<file path="src/rtl/spdu_xbar_if.sv">
// Bus interface for spdu_xbar: input lanes, config port and output lanes.
// master drives lanes/config, slave is the crossbar.
interface spdu_xbar_if #(
  parameter int unsigned NUM_IN  = 4,
  parameter int unsigned NUM_OUT = 4,
  parameter int unsigned WIDTH   = 1
);
  localparam int unsigned SEL_W  = $clog2(NUM_IN);
  localparam int unsigned PORT_W = (NUM_OUT > 1) ? $clog2(NUM_OUT) : 1;

  logic [NUM_IN*WIDTH-1:0]  in_data;
  logic [NUM_IN-1:0]        in_valid;
  logic                     cfg_we;
  logic [PORT_W-1:0]        cfg_port;
  logic [SEL_W-1:0]         cfg_sel;
  logic                     cfg_commit;
  logic                     cfg_err;
  logic [NUM_OUT*WIDTH-1:0] out_data;
  logic [NUM_OUT-1:0]       out_valid;

  modport master (
    output in_data, in_valid, cfg_we, cfg_port, cfg_sel, cfg_commit,
    input  cfg_err, out_data, out_valid
  );

  modport slave (
    input  in_data, in_valid, cfg_we, cfg_port, cfg_sel, cfg_commit,
    output cfg_err, out_data, out_valid
  );
endinterface

</file>
<file path="src/rtl/spdu_xbar.sv">
// Registered NUM_IN x NUM_OUT crossbar with double-buffered (shadow/active) selects.
// Define SPDU_XBAR_PIPE_EN to add a second output register stage (latency 2).
module spdu_xbar #(
  parameter int unsigned NUM_IN  = 4,
  parameter int unsigned NUM_OUT = 4,
  parameter int unsigned WIDTH   = 1
) (
  input  logic          clk,
  input  logic          reset,
  spdu_xbar_if.slave    bus
);
  localparam int unsigned SEL_W  = $clog2(NUM_IN);
  localparam int unsigned PORT_W = (NUM_OUT > 1) ? $clog2(NUM_OUT) : 1;

  logic [SEL_W-1:0]         shadow_q [NUM_OUT];
  logic [SEL_W-1:0]         shadow_d [NUM_OUT];
  logic [SEL_W-1:0]         active_q [NUM_OUT];
  logic [SEL_W-1:0]         active_d [NUM_OUT];
  logic                     cfg_ok_c;
  logic                     cfg_err_q, cfg_err_d;
  logic [NUM_OUT*WIDTH-1:0] data_q, data_d;
  logic [NUM_OUT-1:0]       valid_q, valid_d;

  // Config decode, shadow/active update and routing of the current active map.
  always_comb begin
    cfg_ok_c  = (32'(bus.cfg_port) < NUM_OUT) && (32'(bus.cfg_sel) < NUM_IN);
    cfg_err_d = bus.cfg_we && !cfg_ok_c;
    shadow_d  = shadow_q;
    active_d  = active_q;
    data_d    = '0;
    valid_d   = '0;
    if (bus.cfg_we && cfg_ok_c) begin
      shadow_d[bus.cfg_port] = bus.cfg_sel;
    end
    // A valid write in the commit cycle is folded into the committed map.
    if (bus.cfg_commit) begin
      active_d = shadow_d;
    end
    for (int j = 0; j < NUM_OUT; j++) begin
      data_d[j*WIDTH +: WIDTH] = bus.in_data[int'(active_q[j])*WIDTH +: WIDTH];
      valid_d[j]               = bus.in_valid[active_q[j]];
    end
  end

  always_ff @(posedge clk) begin
    if (reset) begin
      for (int j = 0; j < NUM_OUT; j++) begin
        shadow_q[j] <= SEL_W'(j % NUM_IN);
        active_q[j] <= SEL_W'(j % NUM_IN);
      end
      cfg_err_q <= 1'b0;
      data_q    <= '0;
      valid_q   <= '0;
    end else begin
      shadow_q  <= shadow_d;
      active_q  <= active_d;
      cfg_err_q <= cfg_err_d;
      data_q    <= data_d;
      valid_q   <= valid_d;
    end
  end

  assign bus.cfg_err = cfg_err_q;

`ifdef SPDU_XBAR_PIPE_EN
  logic [NUM_OUT*WIDTH-1:0] data2_q;
  logic [NUM_OUT-1:0]       valid2_q;

  always_ff @(posedge clk) begin
    if (reset) begin
      data2_q  <= '0;
      valid2_q <= '0;
    end else begin
      data2_q  <= data_q;
      valid2_q <= valid_q;
    end
  end

  assign bus.out_data  = data2_q;
  assign bus.out_valid = valid2_q;
`else
  assign bus.out_data  = data_q;
  assign bus.out_valid = valid_q;
`endif

endmodule

</file>
<file path="src/flat_wrapper.sv">
// flat-port wrapper written by rule: the top's interface ports become plain ports
module spdu_xbar_flat 
#(
  parameter int unsigned NUM_IN  = 4,
  parameter int unsigned NUM_OUT = 4,
  parameter int unsigned WIDTH   = 1
)
  (clk, reset, bus_in_data, bus_in_valid, bus_cfg_we, bus_cfg_port, bus_cfg_sel, bus_cfg_commit, bus_cfg_err, bus_out_data, bus_out_valid);
  spdu_xbar_if #(.NUM_IN(NUM_IN), .NUM_OUT(NUM_OUT), .WIDTH(WIDTH)) bus_i ();
  input  logic clk;
  input  logic reset;
  input wire logic [$bits(bus_i.in_data)-1:0] bus_in_data;
  input wire logic [$bits(bus_i.in_valid)-1:0] bus_in_valid;
  input wire logic [$bits(bus_i.cfg_we)-1:0] bus_cfg_we;
  input wire logic [$bits(bus_i.cfg_port)-1:0] bus_cfg_port;
  input wire logic [$bits(bus_i.cfg_sel)-1:0] bus_cfg_sel;
  input wire logic [$bits(bus_i.cfg_commit)-1:0] bus_cfg_commit;
  output wire logic [$bits(bus_i.cfg_err)-1:0] bus_cfg_err;
  output wire logic [$bits(bus_i.out_data)-1:0] bus_out_data;
  output wire logic [$bits(bus_i.out_valid)-1:0] bus_out_valid;
  assign bus_i.in_data = bus_in_data;
  assign bus_i.in_valid = bus_in_valid;
  assign bus_i.cfg_we = bus_cfg_we;
  assign bus_i.cfg_port = bus_cfg_port;
  assign bus_i.cfg_sel = bus_cfg_sel;
  assign bus_i.cfg_commit = bus_cfg_commit;
  assign bus_cfg_err = bus_i.cfg_err;
  assign bus_out_data = bus_i.out_data;
  assign bus_out_valid = bus_i.out_valid;
  spdu_xbar #(.NUM_IN(NUM_IN), .NUM_OUT(NUM_OUT), .WIDTH(WIDTH)) u_core (.clk(clk), .reset(reset), .bus(bus_i));
endmodule
</file>
<file path="config.mk">
export PLATFORM = sky130hd
export DESIGN_NAME = spdu_xbar_flat
export DESIGN_NICKNAME = d
export VERILOG_FILES = /design/src/rtl/spdu_xbar_if.sv /design/src/rtl/spdu_xbar.sv /design/src/flat_wrapper.sv
export SDC_FILE = /design/constraint.sdc
export NUM_CORES = 1
export LEC_CHECK = 0
export BUFFER_PORTS_ARGS = -buffer_cell sky130_fd_sc_hd__buf_4
export CAP_MARGIN = 20
export CORE_AREA = 2 2 49 51
export DETAILED_ROUTE_END_ITERATION = 8
export DIE_AREA = 0 0 51 53
export GPL_TIMING_DRIVEN = 0
export PLACE_DENSITY = 0.71
export SETUP_SLACK_MARGIN = 0.15
export SLEW_MARGIN = 20
export SYNTH_ARGS = -nofsm -noshare
export SYNTH_HDL_FRONTEND = slang
export SYNTH_SLANG_ARGS = --single-unit
export TNS_END_PERCENT = 10
</file>
<file path="constraint.sdc">
create_clock -name clk -period 3.9 [get_ports clk]
set_clock_uncertainty 0.15 [all_clocks]
set_input_delay 0.39 -clock clk [delete_from_list [all_inputs] [get_ports clk]]
set_output_delay 0.39 -clock clk [all_outputs]
set_load 0.005 [all_outputs]
</file>
== Word-level counts from Yosys, hierarchy flattened ==
Index checks and enable logic that the tools add are counted.
W data, S select, Z words.
Storage, ports and cells
  register bits: 24
  logic and storage cells: 34
  output and inout bits: 9
Cells by class
  shift-type cells: 4
  bitwise operators: 1
  reduce and logical (&&, ||, !) cells: 1
  $lt $le $gt $ge: 6
  muxes and demuxes: 12
Operator list (count)
  $shiftx A4 B3 Y1: 4
  $lt A2 B3 Y1 const B: 4
  $bmux W1 S2: 4
  $bwmux W8: 1
  $mux W8: 1
  $demux W2 S2: 1
  $mux W1: 4
  $ge A3 B3 Y1 const B: 1
  $lt A3 B1 Y1 const B: 1
  $not A2 Y3: 1
  $mux W2: 1
  $logic_and A1 B1 Y1: 1

== Logic depth before layout (Yosys ltp) ==
Gate-level depths: netlist of the first run.
  word-level depth: 7
  gate-level depth with buffers: 4
  depth with buffers taken out: 3

== Worst setup path after synthesis of the first run ==
OpenSTA, ideal clock, no wires.
  path type: input port to flip-flop
  start point: input port bus_cfg_we
  end point: register u_core.active_q[6] (netlist name)
  stages: 4
  data required time: 3612 ps
  data arrival time: 1006 ps
  path slack: 2607 ps
  cell sequence: buf_6 nor3b_4 mux2i_1 a211oi_1
On the way
  longest elaborated chain between the ends: 1
Ends and longest elaborated chain
  start: declaration: RTL line flat_wrapper.sv:14  | input wire logic [$bits(bus_i.cfg_we)-1:0] bus_cfg_we;
  $mux W8: RTL line spdu_xbar.sv:32  | if (bus.cfg_we && cfg_ok_c) begin
  end signal: indexed assignment: RTL line spdu_xbar.sv:49  | active_q[j] <= SEL_W'(j % NUM_IN);
  end signal: assignment: RTL line spdu_xbar.sv:56  | active_q <= active_d;
  end: declaration: RTL line spdu_xbar.sv:17  | logic [SEL_W-1:0] active_q [NUM_OUT];
No other way between the ends.
A chain may end at the register's enable or synchronous reset.

== Worst setup path after layout of the first run ==
  start point: register u_core.active_q[4] (netlist name)
  end point: register u_core.valid_q[1], in the netlist u_core.bus.out_valid[1]
On the way
  longest elaborated chain between the ends: 2
Ends and longest elaborated chain
  $bmux W1 S2: RTL line spdu_xbar.sv:41  | valid_d[j] = bus.in_valid[active_q[j]];
  $mux W1 (implied by the code): RTL line spdu_xbar.sv:41
  end signal: assignment: RTL line spdu_xbar.sv:59  | valid_q <= valid_d;
  end: declaration: RTL line spdu_xbar.sv:22  | logic [NUM_OUT-1:0] valid_q, valid_d;
No other way between the ends. The select of a mux whose other input is x is not followed.

==> metrics.yaml, run 1 <==
outcome: "finished, final reports clean"
synth_warnings: 0
ys_async_sr_fraction_pct: 0
maxCapViolCount: 0
cts_resized: 0
synth_top_family_by_area: "multiplexers"
routedWlPerCell_um: 13.9
critPathArrivalTime_ps: 1400
numCtsBuffers: 3
max_freq_mhz: 737
synth_compound_area_share_pct: 5.45
die_y_um: 53
fin_nets: 130
min_path_type: "primary input to flop"
fin_crit_ps: 1360
ys_seq_area_share_pct: 47.6
period_share_pct: 34.8
netlist_top_cells_count: "dfxtp_1 (24), nor2b_1 (9), mux4_2 (8), nor2_1 (8), nand3b_1 (6)"
antenna_found_initial: 0
finalHoldViolations: 0
slowest_delay_ps: 510
synth-main-ff-cell: "dfxtp_1"
clockBufferDepth: 2
synth_top_area_share_pct: 47.6
critPathKind: "flop to flop"
cp_num_buf_inv: 0
drt_first_iter_violations: 5
start_util_pct: 47.0
clock_latency_ps: 300
place_inst: 137
crit_fanout: 3
drtAntennaViolNets: 0
synth.most_common_cell: "dfxtp_1"
first_pass_iters: 4
overflow: 0
first_global_vias: 760
power_leakage_nw: 0.506
critPathLaunchType: "flop"
cts_sinks: 24
cp_top_family: "multiplexers"
final_cells: 141
cts_hold_buf: 0
cts_root_buffer: "clkbuf_4"
ys_types: 19
finalMaxSlewViolations: 0
synth_xor_area_share_pct: 0
synth_seq_cells: 24
htreeDepth: 1
finalSetupViolations: 0
worst_setup_path_end_kind: "flop"
cpMaxStageDelayCell: "mux4_2"
synth_edf_count: 0
core-area_mm2: 0.00215
synth_top_area_cell: "dfxtp_1"
die_width_um: 51
setup_tns_ps: 0
cp_cell_sequence: "mux4_2, nor2b_1"
synth_nets: 103
rsz0062_at_grt: "false"
hpwl_mm: 1.59
cts_tree: "yes"
cts_setup_buffers: 0
io_buffers: 22
power_density_mw_per_mm2: 374
row_count: 17
ioPinCount: 25
synth_area_leaders: "dfxtp_1 (48%), mux4_2 (18%), nor2b_1 (5.6%)"
viasPerCell: 5.41
cp.required_ps: 3950
synthToLayoutAreaGrowth_pct: 23.4
yosys.area_share.simple_pct: 21.8
clk_pin_slew_ps: 120
route.detailed.drc: 0
synth_adder_area_share_pct: 0
groute.usage.overall_pct: 16.9
layout-drive-gt1-share_pct: 32.7
gp_congestion: 0.765
syn_avg_cell_area_um2: 11.6
vias: 763
antenna_cells: 0
synthMuxAreaShare_pct: 21.8
die-area_mm2: 0.00270
wl_mm: 1.96
grt_max_degree: 14
syn-cell-area_mm2: 0.00101
peakVddDrop_mv: 0.257
grt_pass1_wl_mm: 3.33
synthCells: 87
[layer usage]
| metal | vias to the layer above | GRT usage (%) | wire [um] |
|---|---|---|---|
| met5 | - | 0 | 0 |
| met4 | 0 | 8.11 | 62 |
| met3 | 9 | 3.95 | 131 |
| met2 | 28 | 31.2 | 945 |
| met1 | 354 | 18.0 | 821 |
| li1 | 372 | - | - |
[report_power, final]
group / switching, W / total (W) / internal [W]
Combinational: 0.0000287 / 0.0000722 / 0.0000435
Sequential: 0.00000820 / 0.000268 / 0.000260
Clock: 0.0000692 / 0.000126 / 0.0000569
[cell type report]
| type | count | area, um2 |
|---|---|---|
| flip-flops and latches | 24 | 480 |
| plain buffers | 5 | 30.0 |
| fillers | 197 | 902 |
| multi-input cells | 58 | 499 |
| repair buffers | 22 | 165 |
| well taps | 28 | 35.0 |
| clock buffers | 4 | 36.3 |
[state kept, by name, indices dropped and copies added (netlist names)]
| register | count |
|---|---|
| u_core.active_q | 8 |
| u_core.bus.out_data | 4 |
| u_core.bus.out_valid | 4 |
| u_core.shadow_q | 8 |
[cell usage in the layout, fill, tap and decap left out]
master / count
a211oi_1: 4
nand3b_1: 6
conb_1: 1
buf_1: 1
buf_6: 1
nand4b_1: 2
clkbuf_1: 2
a31oi_1: 4
nand3_1: 1
nor2b_1: 9
nand2_1: 4
buf_4: 23
mux4_2: 8
clkbuf_8: 1
nor3_1: 4
nor3b_4: 1
clkbuf_4: 3
dfxtp_1: 24
nor2_1: 8
mux2i_1: 4
nand4_1: 2
[per-stage QoR]
| stage | setup WS, ps | utilization (%) | power [W] | area (um2) | hold WS [ps] |
|---|---|---|---|---|---|
| floorplan | 2610 | - | 0.000311 | 1010 | 282 |
| global placement | 2470 | 56.3 | 0.000343 | 1210 | 297 |
| detailed placement | 2450 | 56.3 | 0.000346 | 1210 | 302 |
| CTS | 2530 | 58.0 | 0.000470 | 1250 | 134 |
| global route | 2500 | 58.0 | 0.000490 | 1250 | 126 |
| finish | 2540 | 58.0 | 0.000466 | 1250 | 139 |
[kinds of logic after synthesis]
| kind of cell | after synthesis |
|---|---|
| other | 1 |
| multiplexers | 12 |
| AO/OA/AOI/OAI | 8 |
| AND/OR/NAND/NOR | 37 |
| buffers and inverters | 5 |
| flip-flops | 24 |
[path summary, 6_finish.rpt]
| path | start | to | slack [ps] | cells after the start |
|---|---|---|---|---|
| worst max-delay path | u_core.active_q[4] | u_core.bus.out_valid[1] | 2540 | 2 |
| worst min-delay path | reset | u_core.bus.out_data[0] | 140 | 2 |
| worst max register to register | u_core.active_q[4] | u_core.bus.out_valid[1] | 2540 | 2 |
| worst min register to register | u_core.shadow_q[3] | u_core.shadow_q[3] | 330 | 2 |
No activity file was read; power rests on OpenSTA's default activity.
==> inputs of run 2 (changes only) <==
clock period = 1.4 ns   (was 3.9 ns; I/O delays follow)
==> run 2 against run 1 <==
Sequential share of layout area is 0.49 points lower. Clock-buffer cell count is 1 lower. Total power grew to 2.7 times the previous value. Largest cell class unchanged. Global-route usage is 0.94 points lower. Clock power is 130% higher. Sequential power grew to 2.8 times the previous value. First-iteration DRC count is 80% higher. Combinational power grew to 2.9 times the previous value. Routed wire length is 3.4% lower. Critical endpoint is now u_core.bus.out_valid[0]. Hold slack worse by 110 ps. Non-clock buffer count is 5 higher.
==> metrics.yaml, run 2 (synthesis results as in run 1) <==
outcome: "finished, final reports clean"
fin_area_mm2: 0.00129  # +3.9%
intPower_w: 0.000951  # +160%
vias: 750  # -1.7%
io_buffers: 22  # unchanged
critPathKind: "flop to flop"
numCtsBuffers: 3  # unchanged
power.switching_w: 0.000285  # +170%
first_pass_iters: 4  # unchanged
post-route-util_pct: 60.3  # +2.3 points
fin_crit_ps: 1270  # -85.6 ps
start_util_pct: 47.0  # unchanged
route.detailed.drc: 0  # unchanged
power_frac_seq_pct: 60.1  # +2.6 points
htreeDepth: 1  # unchanged
rr_worst_depth: 2  # unchanged
power_density_mw_per_mm2: 955  # +160%
setup_tns_ps: 0  # unchanged
grt_pass1_wl_mm: 3.07  # -7.9%
cts_root_buffer: "clkbuf_4"
hold_path_startpoint: "bus_cfg_we"
critPathArrivalTime_ps: 1310  # -90 ps
nFillCells: 188  # -4.6%
holdPathStages: 3  # +1
viasPerCell: 5.17  # -4.4%
max_freq_mhz: 786  # +6.7%
mostFrequentLayoutCells: "buf_4 (23), dfxtp_1 (20), nor2b_1 (9), nor2_1 (8), mux4_2 (8)"
antenna_found_initial: 0  # unchanged
cts_tree: "yes"
post_dp_cell_area_mm2: 0.00121  # +0.10%
wl_mm: 1.89  # -3.4%
clockBufferDepth: 2  # unchanged
top_regs: "u_core.active_q x8, u_core.shadow_q x8"
finalMaxSlewViolations: 0  # unchanged
comb_power_share_pct: 17.0  # +1.5 points
core-area_mm2: 0.00215  # unchanged
groute.usage.overall_pct: 15.9  # -0.94 points
synthToLayoutAreaGrowth_pct: 28.3
worstHoldEndpoint: "u_core.shadow_q[4]"
period_share_pct: 90.9  # +56 points
die-area_mm2: 0.00270  # unchanged
clk_pin_slew_ps: 120  # about the same
layout_commonest_cell: "buf_4"
gp_congestion: 0.750  # -2.0%
first_global_vias: 732  # -3.7%
crit_fanout: 3  # unchanged
grt_max_degree: 13  # -1
die_width_um: 51  # unchanged
cts_sinks: 24  # unchanged
worstReg2RegStart: "u_core.active_q[6]"
rsz0062_at_grt: "true"
ioPinCount: 25  # unchanged
cp.required_ps: 1440  # -2510 ps
finalSetupViolations: 0  # unchanged
worst_slack_ps: 128  # -2410 ps
power_leakage_nw: 0.521  # +2.9%
routedWlPerCell_um: 13.1  # -6.1%
finalPower_w: 0.00124  # +170%
clock_latency_ps: 300  # about the same
row_count: 17  # unchanged
peakVddDrop_mv: 0.512  # +99%
die_y_um: 53  # unchanged
clockPowerShare_pct: 23.0  # -4.1 points
dp_slack_ps: 65.5  # -2380 ps
switching_share_pct: 23.1  # +0.32 points
finalHoldViolations: 0  # unchanged
critPathLaunchType: "flop"
worst_setup_path_end_kind: "flop"
antenna_cells: 0  # unchanged
fin_nets: 135  # +3.8%
maxCapViolCount: 0  # unchanged
overflow: 0  # unchanged
min_path_type: "primary input to flop"
hpwl_mm: 1.50  # -6.0%
regToRegSetupSlack_ps: 130  # -2410 ps
drt_first_iter_violations: 9  # +4
drtAntennaViolNets: 0  # unchanged
rr_endpoint: "u_core.bus.out_valid[0]"
layout-drive-gt1-share_pct: 34.2  # +1.4 points
run 2: cell count changes in the layout (fill, tap and decap cells not counted), sizes merged:
cell	before	now
clkbuf	6	5
dlygate4sd3	0	5
run 2: how the worst max path moves through the flow:
stage	start	to	slack, ps	cells after the start
6_report	u_core.active_q[6]	u_core.bus.out_valid[0]	130	2
5_1_grt	u_core.active_q[4]	u_core.bus.out_valid[1]	90	2
4_1_cts	u_core.active_q[6]	u_core.bus.out_valid[0]	120	2
3_5_place_dp	u_core.active_q[6]	u_core.bus.out_valid[0]	70	2
3_3_place_gp	u_core.active_q[6]	u_core.bus.out_valid[0]	80	2
2_1_floorplan	u_core.active_q[2]	u_core.bus.out_data[2]	140	2
run 2: layout make-up:
class                   count  area (um2)  share of cell area [%]
multi-input cells          58         499                    38.6
flip-flops and latches     24         493                    38.1
repair buffers             27         215                    16.6
well taps                  28        35.0                    2.71
plain buffers               5        30.0                    2.32
clock buffers               3        22.5                    1.74
run 2: timing repair:
item	in CTS	in global routing
hold buffers	5	0
gates resized for setup	4	2
setup endpoints to repair	8	8
pin swaps	0	0
buffers inserted	0	0
hold endpoints to repair	11	0
run 2: power by group through the flow:
| stage | Combinational [W] | Sequential, W | Clock [W] |
|---|---|---|---|
| after floorplan | 0.000108 | 0.000758 | 0 |
| after global placement | 0.000196 | 0.000759 | 0 |
| after detailed placement | 0.000201 | 0.000761 | 0 |
| after CTS | 0.000212 | 0.000745 | 0.000299 |
| after global routing | 0.000229 | 0.000747 | 0.000323 |
| final | 0.000210 | 0.000743 | 0.000284 |
run 2: per-layer routing:
metal | GRT usage, % | up-vias | share of wire (%)
met5 | 0 | - | 0
li1 | - | 380 | -
met2 | 29.7 | 27 | 50
met1 | 15.9 | 337 | 39
met3 | 2.82 | 6 | 7.0
met4 | 11.3 | 0 | 3.0
run 2: metrics by stage:
step                hold slack (ps)  instances
global route                   28.0        145
detailed placement              214        137
global placement                213        137
finish                         26.1        145
CTS                            9.60        145
floorplan                      61.6         87
run 2: critical path, stage by stage, from the launching register on:
cell     delay (ps)
dfxtp_4         390
mux4_2          480
nor2b_1         140
